## src/rtl/uart_rx_port_pkg.sv

```systemverilog
// Shared UART definitions: receiver FSM state encoding and default baud divisor.
// The transmit block is expected to import this package as well.
package uart_pkg;

    typedef enum logic [1:0] {
        IDLE,
        START,
        DATA,
        STOP
    } rx_state_t;

    // 12 MHz system clock divided down to 115200 baud.
    localparam int UART_DEFAULT_CLKS_PER_BIT = 104;

endpackage

```

## src/rtl/uart_rx_port_if.sv

```systemverilog
// Bus between the UART receive port and Memory's peripheral decode.
// Memory is the master: it pops bytes and clears the sticky flags.
interface uart_rx_port_if;

    logic       pop;
    logic       clearErrors;
    logic [7:0] data;
    logic       dataValid;
    logic       overrun;
    logic       framingError;

    modport master (
        output pop,
        output clearErrors,
        input  data,
        input  dataValid,
        input  overrun,
        input  framingError
    );

    modport slave (
        input  pop,
        input  clearErrors,
        output data,
        output dataValid,
        output overrun,
        output framingError
    );

endinterface

```

## src/rtl/uart_rx_port_sync_fifo.sv

```systemverilog
// Show-ahead synchronous FIFO. The head entry is presented combinationally
// and reads as zero when empty. Pointers carry one extra wrap bit so that
// full and empty can be told apart without a separate counter.
module sync_fifo #(
    parameter int WIDTH = 8,
    parameter int DEPTH = 4
) (
    input  logic             clk,
    input  logic             reset,
    input  logic             push,
    input  logic [WIDTH-1:0] pushData,
    input  logic             pop,
    output logic [WIDTH-1:0] headData,
    output logic             full,
    output logic             empty
);

    localparam int ADDR_W = $clog2(DEPTH);
    localparam int PTR_W  = ADDR_W + 1;

    logic [WIDTH-1:0] mem [DEPTH];
    logic [PTR_W-1:0] wrPtr;
    logic [PTR_W-1:0] rdPtr;
    logic             doPush;
    logic             doPop;

    assign empty = (wrPtr == rdPtr);
    assign full  = (wrPtr[PTR_W-1] != rdPtr[PTR_W-1]) &&
                   (wrPtr[ADDR_W-1:0] == rdPtr[ADDR_W-1:0]);

    // A pop frees a slot in the same cycle, so a full FIFO still accepts a push then.
    assign doPop  = pop && !empty;
    assign doPush = push && (!full || doPop);

    assign headData = empty ? '0 : mem[rdPtr[ADDR_W-1:0]];

    // Storage is not reset; the empty check keeps stale entries invisible.
    always_ff @(posedge clk) begin
        if (doPush) begin
            mem[wrPtr[ADDR_W-1:0]] <= pushData;
        end
    end

    // Pointer update with synchronous active-low reset.
    always_ff @(posedge clk) begin
        if (!reset) begin
            wrPtr <= '0;
            rdPtr <= '0;
        end else begin
            if (doPush) begin
                wrPtr <= wrPtr + 1'b1;
            end
            if (doPop) begin
                rdPtr <= rdPtr + 1'b1;
            end
        end
    end

endmodule

```

## src/rtl/uart_rx_port.sv

```systemverilog
// UART 8N1 receive front end: synchronizes the rx pin, deframes characters,
// buffers them in a small FIFO for Memory, and keeps sticky overrun and
// framing-error flags for the status register.
module uart_rx_port
    import uart_pkg::*;
#(
    parameter int CLKS_PER_BIT = UART_DEFAULT_CLKS_PER_BIT,
    parameter int FIFO_DEPTH   = 4
) (
    input  logic            clk,
    input  logic            reset,
    input  logic            rx,
    uart_rx_port_if.slave   bus
);

    localparam int CNT_W = $clog2(CLKS_PER_BIT);
    localparam logic [CNT_W-1:0] HALF_LOAD = CNT_W'(CLKS_PER_BIT / 2 - 1);
    localparam logic [CNT_W-1:0] FULL_LOAD = CNT_W'(CLKS_PER_BIT - 1);

    logic             rxMeta;
    logic             rxs;
    logic             rxsPrev;

    rx_state_t        state;
    rx_state_t        nextState;
    logic [CNT_W-1:0] baudCnt;
    logic [CNT_W-1:0] nextBaudCnt;
    logic [2:0]       bitIndex;
    logic [2:0]       nextBitIndex;
    logic [7:0]       shiftReg;
    logic [7:0]       nextShiftReg;
    logic             baudDone;

    logic             fifoPush;
    logic             fifoFull;
    logic             fifoEmpty;
    logic [7:0]       fifoHead;
    logic             setOverrun;
    logic             setFraming;
    logic             overrunReg;
    logic             framingReg;

    assign baudDone = (baudCnt == '0);

    // Two-flop synchronizer plus one delay stage for falling-edge detection; all idle high.
    always_ff @(posedge clk) begin
        if (!reset) begin
            rxMeta  <= 1'b1;
            rxs     <= 1'b1;
            rxsPrev <= 1'b1;
        end else begin
            rxMeta  <= rx;
            rxs     <= rxMeta;
            rxsPrev <= rxs;
        end
    end

    // Receiver state, baud counter, bit counter and shift register.
    always_ff @(posedge clk) begin
        if (!reset) begin
            state    <= IDLE;
            baudCnt  <= '0;
            bitIndex <= '0;
            shiftReg <= '0;
        end else begin
            state    <= nextState;
            baudCnt  <= nextBaudCnt;
            bitIndex <= nextBitIndex;
            shiftReg <= nextShiftReg;
        end
    end

    // Next-state logic: only a true falling edge starts a frame, so a stuck-low line cannot retrigger.
    always_comb begin
        nextState    = state;
        nextBaudCnt  = baudCnt;
        nextBitIndex = bitIndex;
        nextShiftReg = shiftReg;
        fifoPush     = 1'b0;
        setOverrun   = 1'b0;
        setFraming   = 1'b0;
        unique case (state)
            IDLE: begin
                if (rxsPrev && !rxs) begin
                    nextState   = START;
                    nextBaudCnt = HALF_LOAD;
                end
            end
            START: begin
                if (baudDone) begin
                    if (!rxs) begin
                        nextState    = DATA;
                        nextBaudCnt  = FULL_LOAD;
                        nextBitIndex = 3'd0;
                    end else begin
                        nextState = IDLE;
                    end
                end else begin
                    nextBaudCnt = baudCnt - 1'b1;
                end
            end
            DATA: begin
                if (baudDone) begin
                    nextShiftReg = {rxs, shiftReg[7:1]};
                    nextBaudCnt  = FULL_LOAD;
                    if (bitIndex == 3'd7) begin
                        nextState = STOP;
                    end else begin
                        nextBitIndex = bitIndex + 3'd1;
                    end
                end else begin
                    nextBaudCnt = baudCnt - 1'b1;
                end
            end
            STOP: begin
                if (baudDone) begin
                    nextState = IDLE;
                    if (rxs) begin
                        if (fifoFull && !bus.pop) begin
                            setOverrun = 1'b1;
                        end else begin
                            fifoPush = 1'b1;
                        end
                    end else begin
                        setFraming = 1'b1;
                    end
                end else begin
                    nextBaudCnt = baudCnt - 1'b1;
                end
            end
        endcase
    end

    // Sticky status flags; a clear wins over a set arriving in the same cycle.
    always_ff @(posedge clk) begin
        if (!reset) begin
            overrunReg <= 1'b0;
            framingReg <= 1'b0;
        end else if (bus.clearErrors) begin
            overrunReg <= 1'b0;
            framingReg <= 1'b0;
        end else begin
            if (setOverrun) begin
                overrunReg <= 1'b1;
            end
            if (setFraming) begin
                framingReg <= 1'b1;
            end
        end
    end

    sync_fifo #(
        .WIDTH (8),
        .DEPTH (FIFO_DEPTH)
    ) rxFifo (
        .clk      (clk),
        .reset    (reset),
        .push     (fifoPush),
        .pushData (nextShiftReg),
        .pop      (bus.pop),
        .headData (fifoHead),
        .full     (fifoFull),
        .empty    (fifoEmpty)
    );

    assign bus.data         = fifoHead;
    assign bus.dataValid    = !fifoEmpty;
    assign bus.overrun      = overrunReg;
    assign bus.framingError = framingReg;

endmodule

```

## src/flat_wrapper.sv

```systemverilog
// flat-port wrapper written by rule: the top's interface ports become plain ports
module uart_rx_port_flat import uart_pkg::*;
#(
    parameter int CLKS_PER_BIT = UART_DEFAULT_CLKS_PER_BIT,
    parameter int FIFO_DEPTH   = 4
)
  (clk, reset, rx, bus_pop, bus_clearErrors, bus_data, bus_dataValid, bus_overrun, bus_framingError);
  uart_rx_port_if bus_i ();
  input  logic clk;
  input  logic reset;
  input  logic rx;
  input wire logic [$bits(bus_i.pop)-1:0] bus_pop;
  input wire logic [$bits(bus_i.clearErrors)-1:0] bus_clearErrors;
  output wire logic [$bits(bus_i.data)-1:0] bus_data;
  output wire logic [$bits(bus_i.dataValid)-1:0] bus_dataValid;
  output wire logic [$bits(bus_i.overrun)-1:0] bus_overrun;
  output wire logic [$bits(bus_i.framingError)-1:0] bus_framingError;
  assign bus_i.pop = bus_pop;
  assign bus_i.clearErrors = bus_clearErrors;
  assign bus_data = bus_i.data;
  assign bus_dataValid = bus_i.dataValid;
  assign bus_overrun = bus_i.overrun;
  assign bus_framingError = bus_i.framingError;
  uart_rx_port #(.CLKS_PER_BIT(CLKS_PER_BIT), .FIFO_DEPTH(FIFO_DEPTH)) u_core (.clk(clk), .reset(reset), .rx(rx), .bus(bus_i));
endmodule
```

## config.mk

```make
export PLATFORM = sky130hd
export DESIGN_NAME = uart_rx_port_flat
export DESIGN_NICKNAME = d
export VERILOG_FILES = /design/src/rtl/uart_rx_port_pkg.sv /design/src/rtl/uart_rx_port_if.sv /design/src/rtl/uart_rx_port_sync_fifo.sv /design/src/rtl/uart_rx_port.sv /design/src/flat_wrapper.sv
export SDC_FILE = /design/constraint.sdc
export NUM_CORES = 1
export LEC_CHECK = 0
export BUFFER_PORTS_ARGS = -buffer_cell sky130_fd_sc_hd__buf_2
export CAP_MARGIN = 40
export CORE_MARGIN = 4
export CORE_UTILIZATION = 40
export DETAILED_ROUTE_END_ITERATION = 6
export SLEW_MARGIN = 10
export SYNTH_ARGS = -nofsm -noshare
export SYNTH_HDL_FRONTEND = slang
export SYNTH_SLANG_ARGS = --single-unit
```

## constraint.sdc

```tcl
create_clock -name clk -period 5.7 [get_ports clk]
set_input_delay 0.855 -clock clk [delete_from_list [all_inputs] [get_ports clk]]
set_output_delay 0.855 -clock clk [all_outputs]
set_load 0.02 [all_outputs]
```

==> results of run 1 <==
## worst paths after layout
check / startpoint / to / slack, ns / cells past startpoint
min reg2reg: u_core.rxMeta / u_core.rxs / 0.41 / 1
max reg2reg: u_core.baudCnt[3] / u_core.rxFifo.mem[1][4] / 3.39 / 4
max: register / bus_data[2] / 2.94 / 3
min: u_core.rxMeta / u_core.rxs / 0.41 / 1
## state kept, by name (all words and copies together), names as in the netlist, named ones only
register	flops
u_core.shiftReg	8
u_core.bus.framingError	1
u_core.rxFifo.rdPtr	3
u_core.rxMeta	1
u_core.state	1
u_core.rxsPrev	1
u_core.bitIndex	3
u_core.rxFifo.mem	32
u_core.baudCnt	7
u_core.rxs	1
u_core.bus.overrun	1
u_core.rxFifo.wrPtr	3
## cells in the mapped netlist, types with 2 or more instances
| library cell | instances |
|---|---|
| clkbuf_1 | 9 |
| nand3_1 | 8 |
| mux2i_1 | 7 |
| a31oi_1 | 3 |
| a211oi_1 | 2 |
| nor3_1 | 9 |
| or4_1 | 2 |
| nor2b_1 | 8 |
| xor2_1 | 6 |
| mux4_2 | 8 |
| ha_1 | 13 |
| o31ai_1 | 3 |
| nor2_1 | 15 |
| nand2_1 | 14 |
| a21o_1 | 2 |
| nand2b_1 | 4 |
| o21ai_0 | 6 |
| nor4b_1 | 2 |
| a21oi_1 | 12 |
| dfxtp_1 | 33 |
| and2_1 | 12 |
| inv_1 | 11 |
| edfxtp_1 | 32 |
| mux2_2 | 8 |
## cells by family after synthesis
logic type	Yosys count
fa+ha+maj	13
flops	65
buf+inv	22
simple gates	82
mux	23
xor+xnor	6
compound gates	38
## power groups by stage
| stage | combinational (uW) | sequential (uW) | clock, uW |
|---|---|---|---|
| 2_1_floorplan | 146 | 520 | 0 |
| 3_3_place_gp | 180 | 524 | 0 |
| 3_5_place_dp | 179 | 524 | 0 |
| 4_1_cts | 179 | 513 | 342 |
| 5_1_grt | 207 | 516 | 361 |
| 6_report | 182 | 513 | 333 |
## cell usage in the layout, fill, tap and decap left out, types with 9 or more instances in the layout
cell,n
and2_1,12
ha_1,13
inv_1,11
dfxtp_1,33
buf_2,16
edfxtp_1,32
nor3_1,9
clkbuf_8,9
nor2_1,15
a21oi_1,12
nand2_1,14
## stage by stage
| stage | setup WS [ns] | cells | power (uW) | util (%) | instance area, um^2 |
|---|---|---|---|---|---|
| final | 2.94 | 371 | 1030 | 45.8 | 3320 |
| after floorplan | 3.51 | 249 | 666 | - | 2980 |
| after CTS | 2.89 | 371 | 1030 | 45.8 | 3320 |
| after global placement | 3.16 | 354 | 704 | 43.5 | 3150 |
| after detailed placement | 3.27 | 355 | 703 | 43.5 | 3160 |
| after global routing | 2.82 | 371 | 1080 | 45.8 | 3320 |
## metal layers
layer / track usage (%) / wire, um / part of all wire (%)
met3: 3.43 / 203 / 3.8
met4: 6.26 / 67 / 1.3
met1: 17.0 / 2440 / 46
met5: 0 / 0 / 0
met2: 21.7 / 2570 / 49
## critical path, delay by kind of cell, from the launching register on
kind | cells | cell delay (ns)
flip-flops | 1 | 0.68
multiplexers | 1 | 0.59
buffers and inverters | 1 | 0.15
AND/OR/NAND/NOR | 1 | 0.14
## final cells by class
cell class,instances,area (um^2)
well taps,99,124
flip-flops and latches,65,1620
multi-input cells,162,1280
clock buffers,10,128
repair buffers,17,87.6
clock inverters,6,36.3
inverters,12,45.0
fillers,693,3930
==> impl_metrics.yaml, run 1 <==
clock_tree:
  cts-root-buf: "clkbuf_8"
  worstSkewPairLatency_ns: 0.33
  clk_path_buf_depth: 2
  cts_setup_buffers: 0
  h-tree-depth: 3
  cts_tree: "built"
  holdBufCountCts: 0
  cts.sinks: 65
  cts_buffers: 9
  cts.clk_slew.worst_paths_ns: 0.07
  cts_resized: 0
worst_setup_path:
  crit_path_end_kind: "primary output"
  cpPeakStageDelay_ns: 0.68
  slowest_stage: "dfxtp_1"
  path_max_fanout: 8
  path_class: "reg -> out"
  path_cells: "mux4_2 -> nor2b_1 -> buf_2"
  cp.arrival_ns: 1.90
  cp.required_ns: 4.85
  start_kind: "register"
routing:
  drc_errors: 0
  antenna_left: 0
  wl_mm: 5.28
  avgViaCountPerCell: 5.07
  vias: 1882
  drtPass1Iterations: 4
  wl_per_cell_um: 14.2
  drt_iter0_markers: 74
run:
  max_cap_violations: 0
pwr:
  p_sw_uw: 308
  power_frac_seq_pct: 50.0
  p_comb_share_pct: 17.7
  swShare_pct: 30.0
  p_per_area_nw_per_um2: 310
  power_frac_clock_pct: 32.4
  power.internal_uw: 720
  vdd_drop_max_v: 0.000215
  leakagePower_uw: 0.00124
global_route:
  gr-usage-all-layers_pct: 13.5
  antenna_found_initial: 0
  grt_pass1_wl_mm: 9.08
  grt-ovfl-total: 0
  grt_max_degree: 31
  grt_pass1_vias: 1840
finish:
  num_antenna_cells: 0
  syn_to_final_growth_pct: 11.3
  final_net_count: 285
  drive_gt1_share_pct: 20.2
die:
  rows: 31
  fp.dieW_um: 94.4
  dieArea_um2: 8910
  start_util_pct: 41.1
  die_h_um: 94.4
  core-area_um2: 7250
  num_io_pins: 16
synth:
  seq_area_frac_synth_pct: 54.3
  synth_compound_area_share_pct: 8.39
  ys_types: 44
  synth_mux_area_share_pct: 11.4
  synth-seq-cells: 65
  synth_top_family_by_area: "simple AND/OR/NAND/NOR gates"
  netlist_instances: 249
  ys_warn_count: 0
  synthAdderAreaFrac_pct: 5.45
  synth_top_area_share_pct: 32.2
  synthArstFlopShare_pct: 0
  synth_area_leaders: "edfxtp_1, dfxtp_1, mux4_2"
  syn_avg_cell_area_um2: 12.0
  synth-edff-count: 32
  synthFlopType: "dfxtp_1"
  synth_top_area_cell: "edfxtp_1"
  synth-simple-area-share_pct: 15.8
  syn_nets: 267
  synthXorXnorAreaFrac_pct: 1.76
  synth_area_um2: 2980
timing:
  min_period_ns: 2.76
  worstMarginPinSlew_ns: 0.566
  setup_tns_ns: 0
  rsz0062_at_grt: "false"
  fmax_mhz: 363
  hold_viol: 0
  holdWs_ns: 0.410
  final_max_slew_viol_count: 0
  setup_viol: 0
  relSlewSlack_pct: 62.2
  period_share_pct: 48.4
  clock_skew_ns: 0.00822
place:
  place_hpwl_mm: 3.68
  routabilityCongestion: 0.839
  port_buffers: 15
min_path:
  hp-class: "reg -> reg"
run_status:
  status: "complete, no violations"
No activity file was read; power rests on OpenSTA's default activity.
==> inputs of run 2 (changes only) <==
==> constraint.sdc (replaced) <==
create_clock -name clk -period 2.7 [get_ports clk]
set_input_delay 0.405 -clock clk [delete_from_list [all_inputs] [get_ports clk]]
set_output_delay 0.405 -clock clk [all_outputs]
set_load 0.02 [all_outputs]
==> impl_metrics.yaml, run 2 (same netlist as run 1, synthesis figures left out) <==
routing:
  drt_iter0_markers: 60
  drtPass1Iterations: 4
  avgViaCountPerCell: 5.10
  vias: 1896
  wl_per_cell_um: 14.4
  wl_mm: 5.34
  antenna_left: 0
  drc_errors: 0
timing:
  setup_ws_ns: 0.351
  setup_tns_ns: 0
  fmax_mhz: 426
  relSlewSlack_pct: 62.7
  min_period_ns: 2.35
  worstMarginPinSlew_ns: 0.558
  rsz0062_at_grt: "false"
  period_share_pct: 87.0
  final_max_slew_viol_count: 0
  holdWs_ns: 0.251
  hold_viol: 0
  setup_viol: 0
  clock_skew_ns: 0.0153
finish:
  largest_register_ffs: 32
  final_net_count: 286
  final_common_cell: "dfxtp_1"
  final_util_pct: 46.2
  fin_area_um2: 3350
  layout_common_cells: "dfxtp_1, edfxtp_1, buf_2"
  multi_input_area_um2: 1280
  syn_to_final_growth_pct: 12.3
  num_antenna_cells: 0
  seqCellArea_um2: 1620
  n_fill_cell: 667
  drive_gt1_share_pct: 20.5
worst_setup_path:
  endpoint: "u_core.rxFifo.mem[0][3]"
  r2r-end: "u_core.rxFifo.mem[0][3]"
  cpPeakStageDelay_ns: 0.56
  reg2reg_from: "u_core.baudCnt[3]"
  start_kind: "register"
  startpoint: "u_core.baudCnt[3]"
  path_max_fanout: 8
  path_class: "reg -> reg"
  rrSetupSlack_ns: 0.35
  cp.arrival_ns: 2.32
  crit_path_end_kind: "register"
  path_cells: "nor4_4 -> nand4_2 -> nor2_1 -> and2_1"
  cp.required_ns: 2.67
  slowest_stage: "nor4_4"
  reg2reg_depth: 4
global_route:
  grt_pass1_wl_mm: 9.33
  grt_pass1_vias: 1861
  gr-usage-all-layers_pct: 13.5
  grt_max_degree: 31
  antenna_found_initial: 0
  grt-ovfl-total: 0
place:
  placed_area_um2: 3160
  dp_slack_ns: 0.336
  routabilityCongestion: 0.833
  place_hpwl_mm: 3.70
  port_buffers: 15
die:
  fp.dieW_um: 94.4
  num_io_pins: 16
  core-area_um2: 7250
  dieArea_um2: 8910
  start_util_pct: 41.1
  rows: 31
  die_h_um: 94.4
clock_tree:
  cts.clk_slew.worst_paths_ns: 0.08
  worstSkewPairLatency_ns: 0.33
  clk_path_buf_depth: 2
  cts.sinks: 65
  cts_setup_buffers: 0
  holdBufCountCts: 0
  cts_resized: 0
  cts_buffers: 9
  h-tree-depth: 3
  cts_tree: "built"
  cts-root-buf: "clkbuf_8"
pwr:
  vdd_drop_max_v: 0.000359
  p_per_area_nw_per_um2: 674
  leakagePower_uw: 0.00125
run_status:
  status: "complete, no violations"
min_path:
  hp-class: "in -> reg"
run:
  max_cap_violations: 0
==> run 2: layer usage <==
layer / routed length, um / part of all wire (%) / GRT usage [%] / vias to the layer above
met3: 217 / 4.1 / 3.35 / 6
met5: 0 / 0 / 0 / -
li1: - / - / - / 948
met2: 2430 / 46 / 20.3 / 38
met4: 53 / 0.99 / 4.33 / 0
met1: 2640 / 49 / 19.2 / 904
==> run 2: critical path, delay by kind of cell (launching register included) <==
family,cells,cell delay (ns)
flip-flops,1,0.39
AND/OR/NAND/NOR,4,1.58
==> run 2: through the flow <==
stage | power (uW) | cells
floorplan | 1410 | 249
global placement | 1490 | 355
detailed placement | 1480 | 356
CTS | 2280 | 372
global route | 2380 | 372
finish | 2260 | 372
==> run 2: report_power, final <==
part           internal, uW  switching [uW]  leakage, uW
Clock                   422             372    0.0000920
Sequential             1050            35.7     0.000559
Combinational           143             238     0.000603
==> run 2: area by class of cell <==
class,instances,area share [%]
Inverter,12,1.34
Sequential cell,65,48.4
Clock inverter,6,1.79
Multi-Input combinational cell,162,38.1
Clock buffer,10,3.81
Timing Repair Buffer,18,2.84
Tap cell,99,3.70
==> run 2: how the worst min path moves through the flow <==
stage / startpoint / endpoint / slack [ns] / depth (start not counted)
6_report: bus_clearErrors / u_core.bus.framingError / 0.25 / 2
5_1_grt: bus_clearErrors / u_core.bus.framingError / 0.25 / 2
4_1_cts: bus_clearErrors / u_core.bus.framingError / 0.24 / 2
3_5_place_dp: u_core.rxMeta / u_core.rxs / 0.40 / 1
3_3_place_gp: u_core.rxMeta / u_core.rxs / 0.39 / 1
2_1_floorplan: u_core.rxMeta / u_core.rxs / 0.39 / 1
==> inputs of run 3 (changes only) <==
--- a/config.mk
+++ b/config.mk
@@ -10,6 +10,7 @@
 export CORE_MARGIN = 4
 export CORE_UTILIZATION = 40
 export DETAILED_ROUTE_END_ITERATION = 6
+export GPL_ROUTABILITY_DRIVEN = 0
 export SLEW_MARGIN = 10
 export SYNTH_ARGS = -nofsm -noshare
 export SYNTH_HDL_FRONTEND = slang
==> constraint.sdc (replaced) <==
create_clock -name clk -period 2 [get_ports clk]
set_input_delay 0.3 -clock clk [delete_from_list [all_inputs] [get_ports clk]]
set_output_delay 0.3 -clock clk [all_outputs]
set_load 0.02 [all_outputs]
==> impl_metrics.yaml, run 3 (same netlist as run 1, synthesis figures left out) <==
finish:
  drive_gt1_share_pct: 27.1
  multi_input_area_um2: 1320
  seqCellArea_um2: 1620
  syn_to_final_growth_pct: 17.4
  n_fill_cell: 646
  layout_common_cells: "dfxtp_1, edfxtp_1, buf_2"
  fin_area_um2: 3500
  largest_register_ffs: 32
  num_antenna_cells: 0
  final_net_count: 297
  finalNonFillerCells: 383
die:
  num_io_pins: 16
  core-area_um2: 7250
  fp.dieW_um: 94.4
  dieArea_um2: 8910
  start_util_pct: 41.1
  die_h_um: 94.4
  rows: 31
pwr:
  leakagePower_uw: 0.00134
  p_per_area_nw_per_um2: 899
  vdd_drop_max_v: 0.000460
routing:
  drtPass1Iterations: 4
  antenna_left: 0
  vias: 1934
  drc_errors: 0
  wl_mm: 5.47
  avgViaCountPerCell: 5.05
  wl_per_cell_um: 14.3
  drt_iter0_markers: 91
timing:
  fmax_mhz: 525
  final_max_slew_viol_count: 0
  setup_viol: 0
  hold_viol: 0
  relSlewSlack_pct: 52.3
  min_period_ns: 1.91
  period_share_pct: 95.3
  worstMarginPinSlew_ns: 0.713
  clock_skew_ns: 0.00490
  setup_ws_ns: 0.0936
run_status:
  status: "complete, no violations"
place:
  place_hpwl_mm: 3.85
  dp_slack_ns: 0.0565
  placed_cells: 367
  placed_area_um2: 3260
  port_buffers: 15
global_route:
  grt_max_degree: 30
  grt_pass1_vias: 1934
  grt-ovfl-total: 0
  antenna_found_initial: 0
  grt_pass1_wl_mm: 9.53
  gr-usage-all-layers_pct: 13.8
worst_setup_path:
  crit_path_end_kind: "primary output"
  start_kind: "register"
  path_max_fanout: 8
  reg2reg_from: "u_core.rxFifo.rdPtr[1]"
  reg2reg_depth: 5
  path_class: "reg -> out"
  rrSetupSlack_ns: 0.10
  r2r-end: "u_core.rxFifo.mem[2][7]"
  cp.arrival_ns: 1.61
  cp.required_ns: 1.70
clock_tree:
  h-tree-depth: 3
  cts_buffers: 9
  worstSkewPairLatency_ns: 0.34
  cts_tree: "built"
  cts.sinks: 65
  cts-root-buf: "clkbuf_8"
  holdBufCountCts: 0
  clk_path_buf_depth: 2
  cts.clk_slew.worst_paths_ns: 0.08
min_path:
  hp-start: "rx"
  holdPathStages: 2
  hp-class: "in -> reg"
  whs_endpoint: "u_core.rxMeta"
run:
  max_cap_violations: 0
run 3: metrics by stage:
step           hold slack (ns)  util [%]  power (uW)  setup TNS, ns
4_1_cts                  0.115      47.8        3170              0
6_report                 0.138      48.3        3150              0
5_1_grt                  0.130      48.3        3310        -0.0756
3_5_place_dp             0.392      44.9        2030              0
2_1_floorplan            0.379         -        1900              0
3_3_place_gp             0.393      44.9        2040              0
run 3: worst max-delay path, cell delays in order (launching register included):
cell and delay (ns):
dfxtp_2 0.34, buf_12 0.13, mux4_2 0.49, nor2b_1 0.15, buf_2 0.15
run 3: worst max-delay path by stage:
stage	startpoint	end	slack, ns	depth (start not counted)
floorplan	u_core.baudCnt[0]	u_core.rxFifo.mem[3][0]	0.06	6
global placement	u_core.rxFifo.rdPtr[1]	bus_data[5]	0.05	4
detailed placement	u_core.baudCnt[0]	u_core.rxFifo.mem[2][4]	0.06	6
CTS	u_core.rxFifo.rdPtr[1]	bus_data[6]	0.01	5
global route	u_core.baudCnt[0]	u_core.rxFifo.mem[2][6]	-0.01	6
finish	register	bus_data[6]	0.09	4
run 3: report_power, final:
group	internal (uW)	leakage (uW)	switching (uW)
Clock	588	0.000104	545
Sequential	1410	0.000560	50.0
Combinational	222	0.000672	332
Total	2220	0.00134	927
run 3: area by class of cell:
cell class,count,share of cell area (%)
clock inverter,7,2.25
sequential,65,46.3
timing repair buffer,29,5.50
clock buffer,9,3.53
tap,99,3.53
multi-input combinational,162,37.6
inverter,12,1.29
run 3: timing repair:
item	CTS	global route
buffers inserted	0	0
setup endpoints to repair	1	34
resized for setup	1	11
run 3: metal layers:
layer	wire length [um]	GRT usage (%)	up-vias	share of wire [%]
met5	0	0	-	0
met4	26	4.93	0	0.48
met3	276	4.54	4	5.0
met2	2550	21.2	42	47
met1	2610	18.3	920	48
li1	-	-	968	-
